[src/rtl/dpd_pkg.sv]
// rtl/dpd_pkg.sv - shared constants and helpers for the DPD magnitude/address path
//
// Contents:
//   EXTRA_BITS   headroom bits on the alpha-max-beta-min magnitude
//   IQ_I_IDX/Q   packing order of a complex sample: x = {Q,I}, I in the low half
//   mag_shift    quantiser shift for the linear magnitude
//   mag2_shift   quantiser shift for the squared magnitude (DPD_MAG_SQUARED_EN)
//   tap_src      maps tap j and output phase to a history pair lag and phase
package dpd_pkg;

  localparam int EXTRA_BITS = 1;
  localparam int IQ_I_IDX   = 0;
  localparam int IQ_Q_IDX   = 1;

  function automatic int mag_shift(input int sw, input int aw);
    return sw - 1 - aw;
  endfunction

  function automatic int mag2_shift(input int sw, input int aw);
    return 2 * sw - 2 - aw;
  endfunction

  typedef struct packed {
    logic [7:0] lag;        // pair lag behind the newest pair
    logic       from_even;  // take the even-phase address of that pair
  } tap_src_t;

  // Tap j of sample s(2k) (even_out=0) or s(2k+1) (even_out=1).
  // Odd j crosses the pair boundary, so the phases swap.
  function automatic tap_src_t tap_src(input int j, input logic even_out);
    tap_src_t s;
    s.lag       = 8'(j / 2);
    s.from_even = even_out;
    if ((j % 2) == 1) begin
      if (even_out) begin
        s.from_even = 1'b0;
      end else begin
        s.lag       = 8'(j / 2 + 1);
        s.from_even = 1'b1;
      end
    end
    return s;
  endfunction

endpackage

[src/rtl/dpd_mag_quant.sv]
// rtl/dpd_mag_quant.sv - single-sample magnitude estimate and LUT address quantiser
//
// Ports:
//   clk, rst_n  clock, asynchronous active-low reset
//   clr         synchronous clear of the pipeline registers
//   x           {Q,I} signed sample
//   addr        quantised address, combinational from the stage-2 register;
//               the parent registers it as the third stage
//
// Build option DPD_MAG_SQUARED_EN: defined uses I*I + Q*Q, otherwise
// the multiplier-free alpha-max-beta-min estimate.
module dpd_mag_quant
  import dpd_pkg::*;
#(
  parameter int SAMPLE_WIDTH = 16,
  parameter int ADDR_WIDTH   = 3
) (
  input  logic                      clk,
  input  logic                      rst_n,
  input  logic                      clr,
  input  logic [2*SAMPLE_WIDTH-1:0] x,
  output logic [ADDR_WIDTH-1:0]     addr
);

  localparam int SW = SAMPLE_WIDTH;
  localparam int AW = ADDR_WIDTH;
  localparam logic [AW-1:0] ADDR_MAX = '1;
`ifdef DPD_MAG_SQUARED_EN
  localparam int S1W   = 2 * SW;
  localparam int MW    = 2 * SW + 1;
  localparam int SHIFT = mag2_shift(SW, AW);
`else
  localparam int S1W   = SW;
  localparam int MW    = SW + EXTRA_BITS;
  localparam int SHIFT = mag_shift(SW, AW);
`endif

  logic signed [SW-1:0] i_s, q_s;
  logic [SW-1:0]        abs_i, abs_q;
  logic [S1W-1:0]       a_d, a_q, b_d, b_q;
  logic [MW-1:0]        mag_d, mag_q;
  logic [MW-1:0]        shifted;

  assign i_s = x[IQ_I_IDX*SW +: SW];
  assign q_s = x[IQ_Q_IDX*SW +: SW];

  // Unsigned result, so the most negative value maps to 2^(SW-1).
  assign abs_i = i_s[SW-1] ? SW'(-i_s) : SW'(i_s);
  assign abs_q = q_s[SW-1] ? SW'(-q_s) : SW'(q_s);

`ifdef DPD_MAG_SQUARED_EN
  always_comb begin
    a_d   = S1W'(abs_i) * S1W'(abs_i);
    b_d   = S1W'(abs_q) * S1W'(abs_q);
    mag_d = MW'(a_q) + MW'(b_q);
    if (clr) begin
      a_d   = '0;
      b_d   = '0;
      mag_d = '0;
    end
  end
`else
  logic [SW-1:0] mx, mn;

  always_comb begin
    a_d   = abs_i;
    b_d   = abs_q;
    mx    = (a_q >= b_q) ? a_q : b_q;
    mn    = (a_q >= b_q) ? b_q : a_q;
    // mx - mx/8 + mn/2 peaks at 1.375*2^(SW-1), inside SW+1 bits.
    mag_d = MW'(mx) - MW'(mx >> 3) + MW'(mn >> 1);
    if (clr) begin
      a_d   = '0;
      b_d   = '0;
      mag_d = '0;
    end
  end
`endif

  always_ff @(posedge clk or negedge rst_n) begin
    if (!rst_n) begin
      a_q   <= '0;
      b_q   <= '0;
      mag_q <= '0;
    end else begin
      a_q   <= a_d;
      b_q   <= b_d;
      mag_q <= mag_d;
    end
  end

  assign shifted = mag_q >> SHIFT;
  assign addr    = (shifted > MW'(ADDR_MAX)) ? ADDR_MAX : shifted[AW-1:0];

endmodule

[src/rtl/dpd_mag_addr_gen.sv]
// rtl/dpd_mag_addr_gen.sv - dual-phase magnitude/address generator with j-delay taps
//
// Ports:
//   clk, rst_n      clock, asynchronous active-low reset
//   clr             synchronous clear of pipeline, history, fill count and taps
//   in_valid        x_odd/x_even carry a valid pair
//   x_odd, x_even   {Q,I} samples s(2k) and s(2k+1)
//   out_valid       taps updated this cycle (3 cycles after in_valid)
//   mag_odd_taps    slice j: address of s(2k-j)
//   mag_even_taps   slice j: address of s(2k+1-j)
//   tap_valid       bit j: tap j holds real history
//
// Build option DPD_MAG_SQUARED_EN selects the squared magnitude in dpd_mag_quant.
module dpd_mag_addr_gen
  import dpd_pkg::*;
#(
  parameter int SAMPLE_WIDTH = 16,
  parameter int ADDR_WIDTH   = 3,
  parameter int J_DELAY_MAX  = 8
) (
  input  logic                            clk,
  input  logic                            rst_n,
  input  logic                            clr,
  input  logic                            in_valid,
  input  logic [2*SAMPLE_WIDTH-1:0]       x_odd,
  input  logic [2*SAMPLE_WIDTH-1:0]       x_even,
  output logic                            out_valid,
  output logic [J_DELAY_MAX*ADDR_WIDTH-1:0] mag_odd_taps,
  output logic [J_DELAY_MAX*ADDR_WIDTH-1:0] mag_even_taps,
  output logic [J_DELAY_MAX-1:0]          tap_valid
);

  localparam int AW    = ADDR_WIDTH;
  localparam int JD    = J_DELAY_MAX;
  localparam int DEPTH = JD / 2 + 1;
  localparam int CW    = $clog2(JD + 1);

  logic [AW-1:0]      addr_odd, addr_even;
  logic [1:0]         vld_d, vld_q;
  logic               push;
  logic [AW-1:0]      hist_odd_d [DEPTH];
  logic [AW-1:0]      hist_odd_q [DEPTH];
  logic [AW-1:0]      hist_even_d[DEPTH];
  logic [AW-1:0]      hist_even_q[DEPTH];
  logic [CW-1:0]      pairs_d, pairs_q;
  logic [JD*AW-1:0]   odd_sel, even_sel;
  logic [JD*AW-1:0]   odd_taps_d, odd_taps_q, even_taps_d, even_taps_q;
  logic [JD-1:0]      tap_valid_d, tap_valid_q;
  logic               out_valid_d, out_valid_q;

  dpd_mag_quant #(.SAMPLE_WIDTH(SAMPLE_WIDTH), .ADDR_WIDTH(AW)) u_quant_odd (
    .clk(clk), .rst_n(rst_n), .clr(clr), .x(x_odd), .addr(addr_odd)
  );

  dpd_mag_quant #(.SAMPLE_WIDTH(SAMPLE_WIDTH), .ADDR_WIDTH(AW)) u_quant_even (
    .clk(clk), .rst_n(rst_n), .clr(clr), .x(x_even), .addr(addr_even)
  );

  // Stage-2 valid qualifies the quantiser address; pushing it is stage 3.
  assign push = vld_q[1] & ~clr;

  // Tap selection reads the post-push history so taps and history agree.
  for (genvar j = 0; j < JD; j++) begin : g_tap
    localparam tap_src_t SO = tap_src(j, 1'b0);
    localparam tap_src_t SE = tap_src(j, 1'b1);
    localparam int       LO = int'(SO.lag);
    localparam int       LE = int'(SE.lag);
    assign odd_sel[j*AW +: AW]  = SO.from_even ? hist_even_d[LO] : hist_odd_d[LO];
    assign even_sel[j*AW +: AW] = SE.from_even ? hist_even_d[LE] : hist_odd_d[LE];
  end

  always_comb begin
    vld_d       = clr ? 2'b00 : {vld_q[0], in_valid};
    hist_odd_d  = hist_odd_q;
    hist_even_d = hist_even_q;
    pairs_d     = pairs_q;
    odd_taps_d  = odd_taps_q;
    even_taps_d = even_taps_q;
    tap_valid_d = tap_valid_q;
    out_valid_d = push;
    if (clr) begin
      for (int i = 0; i < DEPTH; i++) begin
        hist_odd_d[i]  = '0;
        hist_even_d[i] = '0;
      end
      pairs_d     = '0;
      odd_taps_d  = '0;
      even_taps_d = '0;
      tap_valid_d = '0;
    end else if (push) begin
      hist_odd_d[0]  = addr_odd;
      hist_even_d[0] = addr_even;
      for (int i = 1; i < DEPTH; i++) begin
        hist_odd_d[i]  = hist_odd_q[i-1];
        hist_even_d[i] = hist_even_q[i-1];
      end
      if (pairs_q != CW'(JD)) pairs_d = pairs_q + 1'b1;
      odd_taps_d  = odd_sel;
      even_taps_d = even_sel;
      for (int j = 0; j < JD; j++) begin
        tap_valid_d[j] = (2 * int'(pairs_d)) >= (j + 2);
      end
    end
  end

  always_ff @(posedge clk or negedge rst_n) begin
    if (!rst_n) begin
      vld_q <= '0;
      for (int i = 0; i < DEPTH; i++) begin
        hist_odd_q[i]  <= '0;
        hist_even_q[i] <= '0;
      end
      pairs_q     <= '0;
      odd_taps_q  <= '0;
      even_taps_q <= '0;
      tap_valid_q <= '0;
      out_valid_q <= 1'b0;
    end else begin
      vld_q       <= vld_d;
      hist_odd_q  <= hist_odd_d;
      hist_even_q <= hist_even_d;
      pairs_q     <= pairs_d;
      odd_taps_q  <= odd_taps_d;
      even_taps_q <= even_taps_d;
      tap_valid_q <= tap_valid_d;
      out_valid_q <= out_valid_d;
    end
  end

  assign out_valid     = out_valid_q;
  assign mag_odd_taps  = odd_taps_q;
  assign mag_even_taps = even_taps_q;
  assign tap_valid     = tap_valid_q;

endmodule

[config.mk]
export PLATFORM = sky130hd
export DESIGN_NAME = dpd_mag_addr_gen
export DESIGN_NICKNAME = d
export VERILOG_FILES = /design/src/rtl/dpd_pkg.sv /design/src/rtl/dpd_mag_quant.sv /design/src/rtl/dpd_mag_addr_gen.sv
export SDC_FILE = /design/constraint.sdc
export NUM_CORES = 1
export LEC_CHECK = 0
export ABC_AREA = 1
export ABC_CLOCK_PERIOD_IN_PS = 4400
export CAP_MARGIN = 20
export CORE_ASPECT_RATIO = 0.5
export CORE_MARGIN = 2
export CORE_UTILIZATION = 52
export CTS_BUF_LIST = sky130_fd_sc_hd__clkbuf_8
export DETAILED_ROUTE_END_ITERATION = 12
export PLACE_DENSITY = 0.76
export SLEW_MARGIN = 0
export SYNTH_ARGS = -nofsm -noshare
export SYNTH_HDL_FRONTEND = slang
export SYNTH_SLANG_ARGS = --single-unit
[constraint.sdc]
create_clock -name clk -period 4.4 [get_ports clk]
set_clock_uncertainty 0.2 [all_clocks]
set_input_delay 0.44 -clock clk [delete_from_list [all_inputs] [get_ports clk]]
set_output_delay 0.44 -clock clk [all_outputs]
set_load 0.01 [all_outputs]
# --- Yosys cells after proc, flatten, opt, wreduce, memory -nomap -nowiden ---
# Cells that the tools add are included.
op_classes:
  addsub: 9
  magnitude_cmp: 12
  n_eq_ne: 1
  muxes: 32
  bitwise: 2
  reduce_logical: 1
op_table:
  columns: ["op", "count"]
  rows:
  - ["$mux 16", 12]
  - ["$mux 24", 4]
  - ["$neg 16->16", 4]
  - ["$mux 15", 4]
  - ["$add 17x15->17", 2]
  - ["$mux 17", 2]
  - ["$sub 16x13->17", 2]
  - ["$ge 16x16->1", 2]
  - ["$ge 5x3->1 const B", 4]
  - ["$mux 4", 5]
  - ["$mux 8", 2]
  - ["$ge 5x2->1 const B", 2]
  - ["$ge 5x4->1 const B", 2]
  - ["$gt 5x3->1 const B", 2]
  - ["$mux 3", 2]
  - ["$add 4x1->4 const B", 1]
  - ["$ne 4x4->1 const B", 1]
  - ["$mux 2", 1]
  - ["$reduce_bool 2->1", 1]
  - ["$and 1x1->1", 1]
  - ["$not 1->1", 1]
word_totals:
  ff_bits: 188
  in_bits: 68
  out_inout_bits: 57

# --- Longest topological paths before layout ---
# Gate-level depths: netlist of the first run.
logic_depth:
  ltp_word: 7
  mapped_depth: 30

# --- Hierarchy ---
# A second synthesis of the first run with hierarchy kept.
hier_totals:
  cells_unflattened: 1293
  area_unflattened_um2: 9934.5
by_module_without_submodules:
  columns: ["module", "instances", "cells_each", "area_per_inst_um2", "seq_area_each_um2"]
  rows:
  - ["dpd_mag_quant at u_quant_odd", 1, 523, 3574.7, 925.9]
  - ["dpd_mag_quant at u_quant_even", 1, 510, 3529.6, 925.9]
  - ["dpd_mag_addr_gen", 1, 260, 2830.2, 1551.5]

# --- Least setup slack after synthesis of the first run ---
# Ideal clock, no wire load.
synth_timing:
  kind: "reg-to-reg"
  startpoint: "reg u_quant_odd.b_q[7]"
  endpoint: "reg u_quant_odd.mag_q[16]"
  setup_time_ps: 120
  arrival_time_ps: 3580
  required_ps: 4080
  path_slack_ps: 500
  path_stages_with_launch: 23
  n_path_buf: 2
  synth_period_minus_slack_ps: 3900
  path_cell_list: "dfrtp_1 inv_1 ha_1 a21oi_1 nand2_1 nor2_1 nand2_1 nand2_1 nand2_1 buf_2 buf_2 o21ai_0 inv_1 fa_1 ha_1 a21oi_1 o21ai_0 inv_1 nor4_1 a2111oi_0 nand3_1 nand2_1 nor2_1"
synth_via:
  elab_chain_cells: 5
  elab_cells_between_ends: 6
  cone_classes: "add/sub (2); order compare (1); mux (3)"
synth_rtl:
  columns: ["item", "line_no", "text"]
  rows:
  - ["from (decl)", "dpd_mag_quant.sv:40", "logic [S1W-1:0] a_d, a_q, b_d, b_q;"]
  - ["from (signal assigned)", "dpd_mag_quant.sv:83", "b_q <= '0;"]
  - ["from (signal assigned)", "dpd_mag_quant.sv:87", "b_q <= b_d;"]
  - ["$ge 16x16->1", "dpd_mag_quant.sv:68, dpd_mag_quant.sv:69", null]
  - ["$mux 16", "dpd_mag_quant.sv:68", "mx = (a_q >= b_q) ? a_q : b_q;"]
  - ["$sub 16x13->17", "dpd_mag_quant.sv:71", "mag_d = MW'(mx) - MW'(mx >> 3) + MW'(mn >> 1);"]
  - ["$add 17x15->17 *", "dpd_mag_quant.sv:71", null]
  - ["$mux 17 *", "dpd_mag_quant.sv:72", "if (clr) begin"]
  - ["net u_quant_odd.mag_d[16]", "dpd_mag_quant.sv:41", "logic [MW-1:0] mag_d, mag_q;"]
  - ["to (signal assigned)", "dpd_mag_quant.sv:88", "mag_q <= mag_d;"]
  - ["to (decl)", "dpd_mag_quant.sv:41", null]
# The timed path passes the listed nets; every way through them passes the cells marked *.
# A chain may end at the register's enable or synchronous reset.

# --- Final worst setup path of the first run ---
layout_timing:
  startpoint: "reg u_quant_even.b_q[9]"
  endpoint: "reg u_quant_even.mag_q[16]"
layout_via:
  elab_chain_cells: 5
  elab_cells_between_ends: 6
  cone_classes: "add/sub (2); order compare (1); mux (3)"
layout_rtl:
  columns: ["item", "line_no"]
  rows:
  - ["from (decl)", "dpd_mag_quant.sv:40"]
  - ["from (signal assigned)", "dpd_mag_quant.sv:83"]
  - ["from (signal assigned)", "dpd_mag_quant.sv:87"]
  - ["$ge 16x16->1", "dpd_mag_quant.sv:68, dpd_mag_quant.sv:69"]
  - ["$mux 16", "dpd_mag_quant.sv:68"]
  - ["$sub 16x13->17", "dpd_mag_quant.sv:71"]
  - ["$add 17x15->17 *", "dpd_mag_quant.sv:71"]
  - ["$mux 17 *", "dpd_mag_quant.sv:72"]
  - ["net u_quant_even.mag_d[16]", "dpd_mag_quant.sv:41"]
  - ["to (signal assigned)", "dpd_mag_quant.sv:88"]
  - ["to (decl)", "dpd_mag_quant.sv:41"]
# Marked as above.

==> reports/results.tsv, run 1 <==
stage	metric	value	unit
run_status	outcome	finished, final reports clean	
yosys	yosys_most_used_dff	dfrtp_1	
layout	diodes	0	
cts	cts_setup_buffers	0	
worst_setup_path	reg2regPathDepth	21	
routing	via_count	8401	
sta	setup_viol	0	
global_route	grt_max_degree	106	
floorplan	die_y	99.72	um
global_route	grt_pass1_wl	36150	um
hold_path	hold_start	vld_q[0]	
yosys	ys_seq_area_share	35.72	%
layout	syn_to_final_growth	18.44	%
yosys	async_flop_share	100.0	%
yosys	synth_area_leaders	dfrtp_1 (36%), ha_1 (11%), inv_1 (8.5%)	
power_and_ir_drop	clockPowerShare	23.6	%
power_and_ir_drop	seqPwrFrac	31.4	%
cts	insertion_delay	450	ps
cts	htreeDepth	4	
power_and_ir_drop	totalPowerFinal	4.435	mW
cts	clock-root-buffer	clkbuf_8	
cts	cts-buffers-inserted	17	
hold_path	hold_end	vld_q[1]	
place	gp_congestion	0.8800	
floorplan	fp-row-count	34	
routing	wl_per_cell	13.58	um
sta	fmaxAchievable	0.2434	GHz
worst_setup_path	rr_endpoint	u_quant_even.mag_q[16]	
sta	fin_crit_sh	93.39	%
layout	final_area	11280	um2
place	portBuffers	124	
global_route	grt_usage	22.77	%
routing	ant_nets	0	
floorplan	dieArea	19490	um2
routing	post-route-drc-count	0	
yosys	synth_nets	1418	
hold_path	min_path_type	reg2reg	
cts	cts_tree	yes	
place	placed_cell_area	10820	um2
sta	hold_viol	0	
power_and_ir_drop	ir_drop	192.7	uV
worst_setup_path	required	4540	ps
yosys	yosysWarnings	0	
power_and_ir_drop	cellPowerDensity	393.0	nW/um2
cts	cts_sinks	136	
worst_setup_path	arrival	4250	ps
floorplan	die-width	195.4	um
power_and_ir_drop	swShare	42.63	%
yosys	synthTopCellsByCount	inv_1 (215), nand2_1 (197), dfrtp_1 (136)	
global_route	grt_pass1_vias	8102	
global_route	grt_remaining_overflow	0	
yosys	synth_top_area_cell	dfrtp_1	
place	dp_slack	224.5	ps
layout	fillers	1504	
layout	seqCellArea	3403	um2
sta	fin_tns_setup	0	ps
floorplan	num_io_pins	125	
run	maxCapViolations	0	
yosys	synth_area	9528	um2
layout	drive_above_1_share	5.244	%
yosys	avgSynthCellArea	7.622	um2
power_and_ir_drop	leakagePower	5.512	nW
yosys	ys_types	41	
power_and_ir_drop	pwr-share-comb	45.0	%
sta	max_slew.worst_pin.slew	958.9	ps
worst_setup_path	r2r_slack	290	ps
cts	clk_path_buf_depth	2	
worst_setup_path	path_class	reg2reg	
layout	multi_input_area	4976	um2
yosys	yosysTopAreaCellShare	35.72	%
power_and_ir_drop	power_switching	1.891	mW
layout	fin_nets	1509	
floorplan	core	17650	um2
yosys	synthMostInstantiatedCell	inv_1	
worst_setup_path	cp-end-kind	flip-flop	
worst_setup_path	start_kind	flip-flop	
floorplan	start_util	53.97	%
power_and_ir_drop	p_int	2.544	mW
routing	post_drt_via_cell_ratio	5.290	
yosys	synthCells	1250	
sta	timing.final.crit_period	4109	ps
routing	routed_wl	21560	um
worst_setup_path	cp_max_fo	36	
worst_setup_path	r2r_start	u_quant_even.b_q[9]	
yosys	synth_edf_count	0	
place	hpwl	16640	um
hold_path	min_path_cells	2	
sta	maxSlewViolCount	0	
sta	layout_setup_ws	291.0	ps
cts	path_clk_slew	90	ps
yosys	ys_ff_latch	136	
global_route	antenna_found_initial	0	
routing	drtPass1Iterations	5	
sta	slew_headroom	36.07	%
routing	drt_iter0_markers	533	
[routing by layer]
layer	GRT usage, %	vias up	part of all wire, %
met2	40.77	195	49
li1	-	4275	-
met3	3.323	38	3.7
met5	0	-	0
met1	28.67	3893	45
met4	7.575	0	1.7
[layout by cell type (no fill, tap or decap), drive strengths merged, types with 3 or more instances in the layout]
master	count
fa	20
nor4	5
o21ai	131
nor3	57
nor2	84
o22ai	15
clkbuf	17
nor3b	4
and3	5
nand4	7
clkdlybuf4s50	123
o21a	9
a21o	3
nand3b	3
nand3	68
nand2	197
clkinv	5
a211oi	5
inv	235
o31ai	8
xor2	4
o21bai	3
dfrtp	136
a21oi	102
ha	80
a31oi	4
buf	12
[power by group through the flow]
stage / registers (mW) / clock network, mW / logic, mW
after floorplan: 1.40 / 0 / 1.45
after global placement: 1.41 / 0 / 1.86
after detailed placement: 1.42 / 0 / 1.92
after CTS: 1.39 / 1.07 / 1.94
after global routing: 1.41 / 1.12 / 2.30
final: 1.39 / 1.04 / 2.00
[per-stage QoR]
stage          instances  utilization, %  hold slack [ps]
6_report            1588           63.92            284.3
5_1_grt             1588           63.92            298.7
4_1_cts             1587           63.61            274.5
3_5_place_dp        1554           61.29            254.6
3_3_place_gp        1554           61.29            250.3
2_1_floorplan       1250               -           -55.59
[sequential cells by signal, indices dropped and copies added (netlist names), 3 cells and up]
register            flops
mag_even_taps           3
pairs_q                 4
u_quant_even.a_q       16
tap_valid               7
hist_even_q            12
u_quant_odd.a_q        16
mag_odd_taps           24
u_quant_odd.b_q        16
u_quant_even.mag_q      5
u_quant_odd.mag_q       5
u_quant_even.b_q       16
hist_odd_q              9
[area by class of cell]
cell class / count / share of cell area (%)
multi-input combinational: 825 / 44.10
timing repair buffer: 136 / 12.12
clock inverter: 15 / 1.475
clock buffer: 17 / 2.073
inverter: 225 / 7.484
tap: 234 / 2.595
sequential: 136 / 30.16
[cell families after synthesis]
logic type                 count (synthesis)  share of synthesized area, %
AOI/OAI and AO/OA                        289                         16.53
xor gates and xnor gates                   6                        0.5515
adders and majority gates                100                         14.71
buffers and inverters                    289                         12.33
DFF                                      136                         35.72
and+or+nand+nor                          430                         20.16
[critical path: stages, from the launching register on]
cell and delay, ps:
dfrtp_1 400, inv_1 70, ha_1 310, nand2_1 80, nand2_1 60, nand2_1 50
a21oi_1 50, nor2_1 170, nand2_1 110, buf_6 190, buf_6 180, o21ai_0 350
inv_1 110, fa_1 450, ha_1 330, nand2_1 90, o21ai_0 300, inv_1 70
nand2_1 90, nand2_1 80, a21oi_1 170, nor2_1 70
[what timing repair did]
item / in CTS / in global routing
hold endpoints to repair: 104 / 0
hold buffers: 1 / 0
setup endpoints to repair: 0 / 8
gates resized for setup: 0 / 17
[how the worst max path moves through the flow]
stage | cells after the start | end | startpoint | slack (ps)
floorplan | 22 | u_quant_odd.mag_q[16] | u_quant_odd.b_q[7] | 500
finish | 21 | u_quant_even.mag_q[16] | u_quant_even.b_q[9] | 290
global placement | 19 | u_quant_even.mag_q[15] | u_quant_even.b_q[15] | 390
CTS | 26 | u_quant_odd.mag_q[16] | u_quant_odd.b_q[7] | 170
detailed placement | 26 | u_quant_odd.mag_q[16] | u_quant_odd.b_q[7] | 220
global route | 23 | u_quant_odd.mag_q[15] | u_quant_odd.b_q[6] | -10
(Power assumes the default switching activity.)
==> run 2, diff against run 1 <==
--- a/config.mk
+++ b/config.mk
@@ -14,6 +14,7 @@
 export CTS_BUF_LIST = sky130_fd_sc_hd__clkbuf_8
 export DETAILED_ROUTE_END_ITERATION = 12
 export PLACE_DENSITY = 0.76
+export REMOVE_ABC_BUFFERS = 1
 export SLEW_MARGIN = 0
 export SYNTH_ARGS = -nofsm -noshare
 export SYNTH_HDL_FRONTEND = slang
==> run 2 against run 1 <==
  * Register-to-register slack better by 50 ps
  * Die area stayed put
  * Non-clock buffer count is 2 higher
  * Core utilization is 0.23 points lower
  * Critical path type unchanged
==> reports/results.tsv, run 2 (synthesis results as in run 1) <==
stage	metric	value	unit	change
routing	ant_nets	0		unchanged
floorplan	die-width	195.4	um	unchanged
layout	fillers	1523		+1.3%
layout	final_cell_mix	inv_1 (215), nand2_1 (196), dfrtp_1 (136)		
power_and_ir_drop	cellPowerDensity	385.6	nW/um2	-1.9%
layout	final_area	11240	um2	-0.36%
sta	slew_headroom	41.36	%	+5.3 points
power_and_ir_drop	leakagePower	5.488	nW	-0.43%
sta	whs	273.4	ps	-10.84 ps
worst_setup_path	start_kind	flip-flop		
sta	max_slew.worst_pin.slew	878.7	ps	-80.23 ps
layout	fin_util	63.69	%	-0.23 points
layout	layout_commonest_cell	inv_1		
layout	drive_above_1_share	5.531	%	+0.29 points
place	hpwl	16530	um	-0.64%
sta	layout_setup_ws	336.4	ps	+45.42 ps
sta	fmaxAchievable	0.2461	GHz	+1.1%
layout	syn_to_final_growth	18.02	%	
sta	fin_tns_setup	0	ps	unchanged
floorplan	core	17650	um2	unchanged
place	gp_congestion	0.8815		+0.17%
routing	drtPass1Iterations	5		unchanged
run	maxCapViolations	0		unchanged
global_route	grt_most_used_layer	met2		
place	dp_slack	156.1	ps	-68.42 ps
floorplan	num_io_pins	125		unchanged
floorplan	dieArea	19490	um2	unchanged
floorplan	fp-row-count	34		unchanged
sta	timing.final.crit_period	4064	ps	-45.42 ps
global_route	grt_max_degree	74		-30%
global_route	grt.met1_usage	28.11	%	-0.55 points
routing	drt_iter0_markers	392		-26%
cts	path_clk_slew	90	ps	about the same
global_route	use_met3	3.221	%	-0.10 points
sta	rsz0062_at_grt	false		
run_status	outcome	finished, final reports clean		
floorplan	die_y	99.72	um	unchanged
place	portBuffers	124		unchanged
worst_setup_path	cp-end-kind	flip-flop		
worst_setup_path	arrival	4200	ps	-50 ps
cts	cts_sinks	136		unchanged
place	dp_cells	1557		+0.19%
layout	fin_nets	1511		+0.13%
cts	clock-root-buffer	clkbuf_8		
global_route	grt_use_met2	41.65	%	+0.88 points
global_route	antenna_found_initial	0		unchanged
cts	clk_path_buf_depth	2		unchanged
worst_setup_path	cp_max_fo	20		-44%
routing	post-route-drc-count	0		unchanged
cts	cts_setup_buffers	0		unchanged
routing	wl_per_cell	13.29	um	-2.1%
worst_setup_path	required	4530	ps	about the same
worst_setup_path	path_class	reg2reg		
routing	post_drt_via_cell_ratio	5.275		-0.29%
layout	largest_reg_flops	24		unchanged
global_route	grt_pass1_wl	36310	um	+0.44%
layout	final_cells	1590		+0.13%
place	placed_cell_area	10830	um2	about the same
cts	cts-buffers-inserted	17		unchanged
layout	diodes	0		unchanged
sta	fin_crit_sh	92.36	%	-1.0 points
hold_path	min_path_type	reg2reg		
global_route	grt_usage	22.67	%	-0.11 points
cts	htreeDepth	4		unchanged
routing	routed_wl	21140	um	-2.0%
cts	insertion_delay	440	ps	about the same
power_and_ir_drop	ir_drop	189.5	uV	-1.7%
global_route	grt_pass1_vias	8216		+1.4%
routing	via_count	8387		-0.17%
sta	hold_viol	0		unchanged
sta	setup_viol	0		unchanged
sta	maxSlewViolCount	0		unchanged
global_route	grt_remaining_overflow	0		unchanged
cts	cts_tree	yes		
power_and_ir_drop	totalPowerFinal	4.336	mW	-2.2%
floorplan	start_util	53.97	%	unchanged
==> run 2: cell types whose count changed in the layout (fill, tap and decap cells not counted), sizes merged <==
cell	previous run	this run
clkinv	5	6
inv	235	231
clkinvlp	0	3
buf	12	14
==> run 2: routing by layer <==
layer	up-vias	routed length, um
met3	28	794
met5	-	0
met2	178	10400
met4	0	306
li1	4270	-
met1	3911	9632
==> run 2: report_power, final <==
part	internal (mW)	switching, mW	leakage [nW]	total, mW
Combinational	0.767	1.21	3.50	1.98
Clock	0.411	0.559	0.180	0.969
Sequential	1.34	0.0518	1.81	1.39
Total	2.52	1.82	5.49	4.34
==> run 2: timing repair <==
item / 4_1_cts / 5_1_grt
hold buffers: 1 / 0
endpoints found under the hold margin: 71 / 0
resized for setup: 0 / 15
endpoints found under the setup margin: 0 / 8
==> run 2: final timing paths <==
| kind | start | endpoint | slack [ps] | cells past startpoint |
|---|---|---|---|---|
| setup / recovery | u_quant_even.b_q[10] | u_quant_even.mag_q[15] | 340 | 21 |
| hold reg to reg | vld_q[0] | vld_q[1] | 270 | 2 |
| min in group asynchronous | rst_n | u_quant_odd.b_q[0] | 340 | 2 |
| max in group asynchronous | rst_n | u_quant_odd.mag_q[13] | 2730 | 3 |
| setup reg to reg | u_quant_even.b_q[10] | u_quant_even.mag_q[15] | 340 | 21 |
| hold / removal | vld_q[0] | vld_q[1] | 270 | 2 |
==> run 2: critical path, cell delays in order (launching register included) <==
cell,delay (ps)
dfrtp_1,420
inv_1,70
ha_1,290
nand2_1,70
inv_1,40
nand2_1,60
a21oi_1,60
nor2_1,270
nand2_4,170
buf_6,190
a21oi_1,210
ha_1,260
inv_1,80
xor2_1,160
ha_1,260
a21oi_1,220
a21boi_0,240
o21ai_0,160
a221oi_2,290
nand3_1,120
nand2_1,70
nor2_1,60
==> run 2: area by class of cell <==
type	instances	area [um2]	area share (%)
Timing Repair Buffer	138	1358	12.07
Tap cell	234	292.8	2.604
Multi-Input combinational cell	825	4981	44.30
Clock buffer	17	234.0	2.081
Sequential cell	136	3403	30.27
Inverter	225	844.6	7.511
Clock inverter	15	131.4	1.168
==> run 3, diff against run 2 <==
--- a/config.mk
+++ b/config.mk
@@ -13,8 +13,10 @@
 export CORE_UTILIZATION = 52
 export CTS_BUF_LIST = sky130_fd_sc_hd__clkbuf_8
 export DETAILED_ROUTE_END_ITERATION = 12
+export GPL_TIMING_DRIVEN = 0
 export PLACE_DENSITY = 0.76
 export REMOVE_ABC_BUFFERS = 1
+export SETUP_SLACK_MARGIN = 0.05
 export SLEW_MARGIN = 0
 export SYNTH_ARGS = -nofsm -noshare
 export SYNTH_HDL_FRONTEND = slang
==> run 3 against run 2 <==
  * Sequential power hardly changed
  * Worst hold slack worse by 13 ps
  * Register-to-register slack worse by 30 ps
  * Combinational power is 3% higher
  * Clock power is 12% higher
  * Final area is 1.8% higher
  * Non-clock buffer count is 2 lower
  * Via count is 1.5% higher
  * Clock-buffer cell count stayed put
  * Core utilization is 1.2 points higher
  * Critical path depth is 1 higher
  * Critical endpoint unchanged
  * Largest power group unchanged
==> reports/results.tsv, run 3 (synthesis results as in run 1) <==
stage	metric	value	unit	change
run_status	outcome	finished, final reports clean		
global_route	grt.met1_usage	27.07	%	-1.0 points
worst_setup_path	path_class	reg2reg		
global_route	grt_usage	22.31	%	-0.35 points
layout	syn_to_final_growth	20.18	%	
worst_setup_path	critPathMostFrequentCell	nand2_1		
layout	drive_above_1_share	6.199	%	+0.67 points
layout	diodes	0		unchanged
layout	final_cell_mix	inv_1 (215), nand2_1 (195), dfrtp_1 (136)		
floorplan	num_io_pins	125		unchanged
sta	whs	260.4	ps	-13.04 ps
cts	insertion_delay	450	ps	about the same
worst_setup_path	start_kind	flip-flop		
routing	drt_iter0_markers	411		+4.8%
power_and_ir_drop	p_int	2.664	mW	+5.8%
place	gp_congestion	0.8706		-1.2%
routing	wl_per_cell	13.43	um	+1.0%
layout	layout_commonest_cell	inv_1		
layout	largest_reg_flops	24		unchanged
power_and_ir_drop	leakagePower	5.554	nW	+1.2%
place	dp_cells	1549		-0.51%
sta	maxSlewViolCount	0		unchanged
sta	setup_viol	0		unchanged
global_route	grt_use_met2	41.04	%	-0.60 points
sta	fmaxAchievable	0.2445	GHz	-0.66%
run	maxCapViolations	0		unchanged
sta	rsz0062_at_grt	false		
worst_setup_path	path_cells	inv_1 > ha_1 > nand2_1 > nand2_1 > nand2_1 > a21oi_1 > nor2_2 > nand2_4 > buf_16 > nand2_1 > o21ai_1 > fa_1 > inv_1 > ha_1 > nand2_1 > inv_1 > a21boi_0 > o21ai_0 > a221oi_2 > nand3_1 > nand2_1 > nor2_1		
layout	fin_nets	1510		-0.066%
routing	ant_nets	0		unchanged
global_route	use_met3	3.323	%	+0.10 points
place	hpwl	16070	um	-2.8%
worst_setup_path	path_delay_family	adder cells		
sta	max_slew.worst_pin.slew	934.7	ps	+56.00 ps
floorplan	start_util	53.97	%	unchanged
global_route	grt_pass1_vias	8262		+0.56%
sta	hold_viol	0		unchanged
floorplan	die-width	195.4	um	unchanged
floorplan	die_y	99.72	um	unchanged
hold_path	min_path_type	in2async		
routing	drtPass1Iterations	5		unchanged
worst_setup_path	r2r_slack	310	ps	-30 ps
layout	final_cells	1589		-0.063%
cts	cts_sinks	136		unchanged
cts	path_clk_slew	90	ps	about the same
sta	timing.final.crit_period	4091	ps	+27.04 ps
floorplan	dieArea	19490	um2	unchanged
floorplan	core	17650	um2	unchanged
cts	clk_path_buf_depth	2		unchanged
sta	fin_crit_sh	92.97	%	+0.61 points
worst_setup_path	cp-end-kind	flip-flop		
worst_setup_path	arrival	4230	ps	+30 ps
power_and_ir_drop	cellPowerDensity	395.0	nW/um2	+2.4%
cts	htreeDepth	4		unchanged
worst_setup_path	critPathSlowestCell	fa_1		
routing	post_drt_via_cell_ratio	5.356		+1.5%
routing	post-route-drc-count	0		unchanged
layout	fin_util	64.86	%	+1.2 points
place	portBuffers	124		unchanged
routing	via_count	8510		+1.5%
global_route	antenna_found_initial	0		unchanged
worst_setup_path	cpPeakStageDelay	540	ps	+120 ps
cts	cts-buffers-inserted	17		unchanged
global_route	grt_max_degree	98		+32%
worst_setup_path	required	4540	ps	about the same
power_and_ir_drop	clockPowerShare	24.2	%	+1.8 points
global_route	grt_remaining_overflow	0		unchanged
sta	slew_headroom	37.62	%	-3.7 points
power_and_ir_drop	pwr-share-comb	45.0	%	-0.6 points
floorplan	fp-row-count	34		unchanged
power_and_ir_drop	power_switching	1.859	mW	+2.2%
global_route	grt_pass1_wl	35850	um	-1.3%
power_and_ir_drop	ir_drop	183.8	uV	-3.0%
routing	routed_wl	21340	um	+0.94%
power_and_ir_drop	swShare	41.10	%	-0.84 points
cts	cts_tree	yes		
worst_setup_path	cp_max_fo	34		+70%
power_and_ir_drop	seqPwrFrac	30.8	%	-1.3 points
worst_setup_path	critPathBufInv	4		unchanged
global_route	grt_most_used_layer	met2		
cts	clock-root-buffer	clkbuf_8		
## run 3: cell count changes in the layout (fill, tap and decap cells not counted), moves of 5 or more
cell and change:
buf_16 +5, buf_4 -7, o21ai_0 -9, o21ai_1 +7
## run 3: timing repair
item,4_1_cts,5_1_grt
pin swaps,0,2
resized for setup,13,21
gates cloned,0,1
hold buffers,1,0
setup endpoints to repair,9,10
buffers inserted,0,4
hold endpoints to repair,39,0
## run 3: power by group through the flow
stage,clock [mW],combinational (mW),sequential [mW]
5_1_grt,1.17,2.36,1.40
6_report,1.09,2.03,1.39
3_5_place_dp,0,1.92,1.42
4_1_cts,1.11,1.95,1.39
3_3_place_gp,0,1.83,1.41
2_1_floorplan,0,1.42,1.40
## run 3: path summary, 6_finish.rpt
| check | startpoint | end | cells after the start |
|---|---|---|---|
| hold reg to reg | vld_q[0] | vld_q[1] | 2 |
| setup / recovery | u_quant_even.b_q[9] | u_quant_even.mag_q[15] | 22 |
| hold / removal | rst_n | u_quant_odd.b_q[2] | 2 |
| max in group asynchronous | rst_n | mag_odd_taps[18] | 3 |
| min in group clk | vld_q[0] | vld_q[1] | 2 |
| setup reg to reg | u_quant_even.b_q[9] | u_quant_even.mag_q[15] | 22 |
## run 3: layout make-up
cell class                      instances  area [um2]
Timing Repair Buffer                  136        1451
Clock inverter                         15       183.9
Tap cell                              234       292.8
Sequential cell                       136        3403
Inverter                              225       845.8
Multi-Input combinational cell        826        5040
Fill cell                            1486        6203
Clock buffer                           17       234.0
## run 3: layer usage
metal	vias to the layer above	share of wire, %
met3	40	3.6
met5	-	0
li1	4276	-
met4	0	1.8
met2	204	50
met1	3990	45
## run 3: stage by stage
| step | setup TNS (ps) | worst slack [ps] | total power [mW] | area [um2] |
|---|---|---|---|---|
| after floorplan | -69.68 | -35.47 | 2.825 | 9198 |
| after global placement | -402850 | -2359 | 3.241 | 10730 |
| after detailed placement | -1024 | -224.5 | 3.333 | 10860 |
| after CTS | 0 | 97.98 | 4.450 | 11310 |
| after global routing | 0 | 39.61 | 4.939 | 11450 |
| final | 0 | 309.3 | 4.523 | 11450 |
## run 3: worst register-to-register path, cell delays in order (launching register included)
cell and delay (ps):
dfrtp_1 410, inv_1 100, ha_1 350, nand2_1 80
nand2_1 50, nand2_1 50, a21oi_1 60, nor2_2 230
nand2_4 180, buf_16 210, nand2_1 70, o21ai_1 110
fa_1 550, inv_1 40, ha_1 280, nand2_1 100
inv_1 60, a21boi_0 160, o21ai_0 180, a221oi_2 320
nand3_1 110, nand2_1 60, nor2_1 40
